`config.mk`:
```
export PLATFORM = sky130hd
export DESIGN_NAME = rep_add_mult
export DESIGN_NICKNAME = d
export VERILOG_FILES = /design/src/rtl/rep_add_mult.sv
export SDC_FILE = /design/constraint.sdc
export NUM_CORES = 1
export LEC_CHECK = 0
export CAP_MARGIN = 5
export CORE_ASPECT_RATIO = 0.75
export CORE_MARGIN = 5
export CORE_UTILIZATION = 35
export DETAILED_ROUTE_END_ITERATION = 6
export SETUP_SLACK_MARGIN = 0.4
export SYNTH_ARGS = -nofsm -noshare
export SYNTH_HDL_FRONTEND = slang
export SYNTH_SLANG_ARGS = --single-unit
```
`constraint.sdc`:
```
create_clock -name clk -period 6.4 [get_ports clk]
set_input_delay 1.28 -clock clk [delete_from_list [all_inputs] [get_ports clk]]
set_output_delay 1.28 -clock clk [all_outputs]
set_load 0.05 [all_outputs]
```
`src/rtl/rep_add_mult.sv`:
```
// rep_add_mult: repeated-addition multiplier.
// Computes product = a * b (modulo 2^PW) by adding the captured multiplicand
// to an accumulator once per cycle while a down-counter loaded with b is
// non-zero. Start/busy/done handshake toward the surrounding control logic.
//
// Handshake: start is sampled only in IDLE; the accepting edge captures a and
// b. busy is high from the cycle after that edge through the DONE cycle, and
// done pulses for exactly one cycle with product final. start while busy is
// ignored (no queuing).
//
// Optional feature (macro MULT_OVF_EN): adds the sticky ovf output, set when
// any accumulation step carries out of PW bits and cleared on the next
// accepted start. Without the macro the product silently wraps.
module rep_add_mult #(
   parameter int WIDTH = 16,
   parameter int PW    = 16
) (
   input  logic             clk,
   input  logic             rst_n,
   input  logic             start,
   input  logic [WIDTH-1:0] a,
   input  logic [WIDTH-1:0] b,
   output logic [PW-1:0]    product,
   output logic             busy,
`ifdef MULT_OVF_EN
   output logic             done,
   output logic             ovf
`else
   output logic             done
`endif
);

   typedef enum logic [1:0] {
      S_IDLE = 2'd0,
      S_ADD  = 2'd1,
      S_DONE = 2'd2
   } state_e;

   state_e           state_q, state_d;
   logic [WIDTH-1:0] a_reg_q, a_reg_d;
   logic [WIDTH-1:0] cnt_q,   cnt_d;
   logic [PW-1:0]    product_q, product_d;
   logic             busy_q,  busy_d;
   logic             done_q,  done_d;
   logic             cnt_zero;

`ifdef MULT_OVF_EN
   logic             ovf_q, ovf_d;
   // One extra bit holds the carry out of the accumulator.
   logic [PW:0]      sum;
`else
   logic [PW-1:0]    sum;
`endif

   // Zero detect on the internal counter only; decides ADD vs. DONE.
   assign cnt_zero = (cnt_q == '0);

   // Next-state, datapath and registered-output computation.
   always_comb begin
      state_d   = state_q;
      a_reg_d   = a_reg_q;
      cnt_d     = cnt_q;
      product_d = product_q;
`ifdef MULT_OVF_EN
      ovf_d     = ovf_q;
      sum       = {1'b0, product_q} + (PW+1)'(a_reg_q);
`else
      sum       = product_q + PW'(a_reg_q);
`endif
      case (state_q)
         S_IDLE: begin
            if (start) begin
               a_reg_d   = a;
               cnt_d     = b;
               product_d = '0;
`ifdef MULT_OVF_EN
               ovf_d     = 1'b0;
`endif
               state_d   = S_ADD;
            end
         end
         S_ADD: begin
            if (cnt_zero) begin
               state_d = S_DONE;
            end else begin
               product_d = sum[PW-1:0];
               cnt_d     = cnt_q - WIDTH'(1);
`ifdef MULT_OVF_EN
               if (sum[PW]) ovf_d = 1'b1;
`endif
            end
         end
         S_DONE: begin
            state_d = S_IDLE;
         end
         default: begin
            state_d = S_IDLE;
         end
      endcase
      // Outputs are registered from the next state so they line up with it.
      busy_d = (state_d != S_IDLE);
      done_d = (state_d == S_DONE);
   end

   // Single state/datapath register bank; reset aborts any operation.
   always_ff @(posedge clk or negedge rst_n) begin
      if (!rst_n) begin
         state_q   <= S_IDLE;
         a_reg_q   <= '0;
         cnt_q     <= '0;
         product_q <= '0;
         busy_q    <= 1'b0;
         done_q    <= 1'b0;
`ifdef MULT_OVF_EN
         ovf_q     <= 1'b0;
`endif
      end else begin
         state_q   <= state_d;
         a_reg_q   <= a_reg_d;
         cnt_q     <= cnt_d;
         product_q <= product_d;
         busy_q    <= busy_d;
         done_q    <= done_d;
`ifdef MULT_OVF_EN
         ovf_q     <= ovf_d;
`endif
      end
   end

   assign product = product_q;
   assign busy    = busy_q;
   assign done    = done_q;
`ifdef MULT_OVF_EN
   assign ovf     = ovf_q;
`endif

endmodule

```
==> flow_summary.yaml <==
worst_setup_path:
  required_ps: 6570
  r2r_setup_slack_ps: 3650
  cp_max_fo: 32
  cp-startpoint: "start"
  crit_slowest_cell: "and2_1"
  cp_cell_sequence: "clkdlybuf4s50_1 -> and2_1 -> nor2_8 -> inv_4 -> o21ai_0 -> o2bb2ai_1"
  path_class: "primary input to register"
  crit-reg2reg-launch: "cnt_q[0]"
  r2r_end: "product[15]"
  cpPeakStageDelay_ps: 760
  cp-start-kind: "primary input"
  cpLargestDelayFamily: "simple AND/OR/NAND/NOR gates"
  critPathArrivalTime_ps: 3250
  crit_buf_inv: 2
  rr_worst_depth: 8
  worstSetupEndpointType: "register"
cts:
  post_cts_buffers: 0
  clock-sinks: 52
  htreeDepth: 2
  cts_buffer_depth: 2
  cts-resized-gates: 0
  cts_tree: "built"
  cts_hold_buf: 0
  cts-root-buf: "clkbuf_16"
  path_clk_slew_ps: 70
  cts-buffers-inserted: 5
  clk_latency_ps: 290
synth:
  synthArstFlopShare_pct: 100.0
  netlist.area_leader.share_pct: 42.35
  synth_area_per_cell_um2: 8.730
  yosys_most_used_dff: "dfrtp_1"
  seq_area_frac_synth_pct: 42.35
  ys_seq_elements: 52
  synth.area.top_cells: "dfrtp_1, nand2_1, ha_1, o21ai_0, a21oi_1"
  yosys_warnings: 0
  synth_edf_count: 0
  synth_commonest_cells: "nand2_1, dfrtp_1, o21ai_0"
  synth_cell_types: 54
  netlist_area_um2: 3073
  synth_most_common_cell: "nand2_1"
  yosysTopAreaCell: "dfrtp_1"
  netlist_instances: 352
  synthesis.nets: 404
sta:
  setup_violations: 0
  period_needed_ps: 3083
  tightest_slew_ps: 940.8
  drv_slew: 0
  max_freq_mhz: 324.3
  slew_headroom_pct: 37.28
  tns_ps: 0
  hold_viol: 0
  timing.final.crit_share_pct: 48.18
  grt_setup_unrepaired: "no"
  skew_ps: 6.101
routing:
  drc: 0
  ant_nets: 0
  drt-pass1-iter-count: 4
  via_count: 2665
  drt-total-wl_mm: 7.313
  drtIter0Drc: 207
  post_drt_wl_per_cell_um: 14.40
  viasPerCell: 5.246
finish:
  diodes: 0
  nets: 451
  final_layout_size_suffix_gt1_share_pct: 5.250
  stdcell_area_um2: 3815
  final_util_pct: 44.74
  area_growth_pct: 24.14
place:
  dpl.hpwl_mm: 5.296
  gp_congestion: 0.8164
  placed_area_um2: 3665
  io_buffer_count: 52
die:
  dieArea_um2: 10770
  start_util_pct: 36.04
  rows: 29
  io_pins: 53
  coreArea_um2: 8527
  die_h_um: 91.15
  die_width_um: 118.2
min_path:
  hold_end: "busy"
  min_path_type: "register to register"
  worstHoldStart: "state_q[1]"
  min_path_cells: 1
power:
  p_leak_nw: 1.606
  p_per_area_nw_per_um2: 493.9
  peakVddDrop_v: 0.0002210
outcome:
  status: "finished clean"
global_route:
  antenna_found_initial: 0
  grt_pass1_wl_mm: 12.88
  grt_pass1_vias: 2676
  track_usage_pct: 14.31
  grt_max_degree: 53
  overflow: 0
run:
  max_cap_violations: 0
==> kinds of logic (layout without fill, tap and decap cells) <==
kind of cell | Yosys count | count (layout) | share of synthesized area (%)
buffers and inverters | 25 | 73 | 3.949
xor gates and xnor gates | 9 | 9 | 2.565
muxes | 1 | 1 | 0.3257
adders and majority gates | 17 | 17 | 7.166
DFF | 52 | 52 | 42.35
AOI/OAI and AO/OA | 105 | 105 | 21.74
and+or+nand+nor | 143 | 143 | 21.91
==> worst max path at each step <==
stage / cells after the start / slack [ps] / to
after floorplan: 5 / 4020 / product[2]
after global routing: 6 / 3080 / cnt_q[15]
final: 6 / 3320 / cnt_q[15]
after global placement: 6 / 3020 / cnt_q[15]
after detailed placement: 6 / 2970 / cnt_q[15]
after CTS: 6 / 3280 / cnt_q[15]
==> through the flow <==
stage | hold slack (ps) | std cells | total power [mW] | worst slack [ps]
after floorplan | 437.9 | 352 | 1.328 | 4023
after global placement | 454.5 | 500 | 1.586 | 3022
after detailed placement | 462.7 | 500 | 1.615 | 2973
after CTS | 474.3 | 508 | 1.899 | 3277
after global routing | 507.3 | 508 | 2.045 | 3084
final | 476.9 | 508 | 1.884 | 3317
==> registers in the layout, summed over array words and instances, names as in the netlist <==
name,flops
a_reg_q,16
cnt_q,16
state_q,2
product,16
done,1
busy,1
==> final cells by class <==
type	count	area, um^2
clock buffers	7	142.6
clock inverters	1	7.507
fillers	821	4712
inverters	10	40.04
multi-input cells	275	1650
flip-flops and latches	52	1301
well taps	108	135.1
repair buffers	55	538.0
==> report_power, final <==
group / total (mW) / internal, mW / switching, mW
registers: 0.592 / 0.466 / 0.126
clock network: 0.274 / 0.156 / 0.118
logic: 1.02 / 0.415 / 0.603
total: 1.88 / 1.04 / 0.847
==> cell usage in the layout (no fill, tap or decap), drive strengths merged, types with 4 or more instances in the layout <==
cell           netlist  layout
xor2                 5       5
clkbuf               8       7
nand3               13      13
inv                 10      10
o21ai               36      36
nor2                24      24
a21oi               29      29
a21o                 4       4
nor3                11      11
or4                  4       4
ha                  16      16
buf                  7       4
o31ai                5       5
nand2               67      67
dfrtp               52      52
o21a                 5       5
nor2b                5       5
o211ai               5       5
clkdlybuf4s50        0      51
xnor2                4       4
==> routing by layer <==
metal | share of wire (%) | global-route usage (%) | vias to the layer above
met5 | 0 | 0 | -
met3 | 4.0 | 2.484 | 4
met1 | 51 | 20.19 | 1247
met2 | 44 | 22.80 | 67
li1 | - | - | 1347
met4 | 0.93 | 3.725 | 0
No activity file was read; power rests on OpenSTA's default activity.
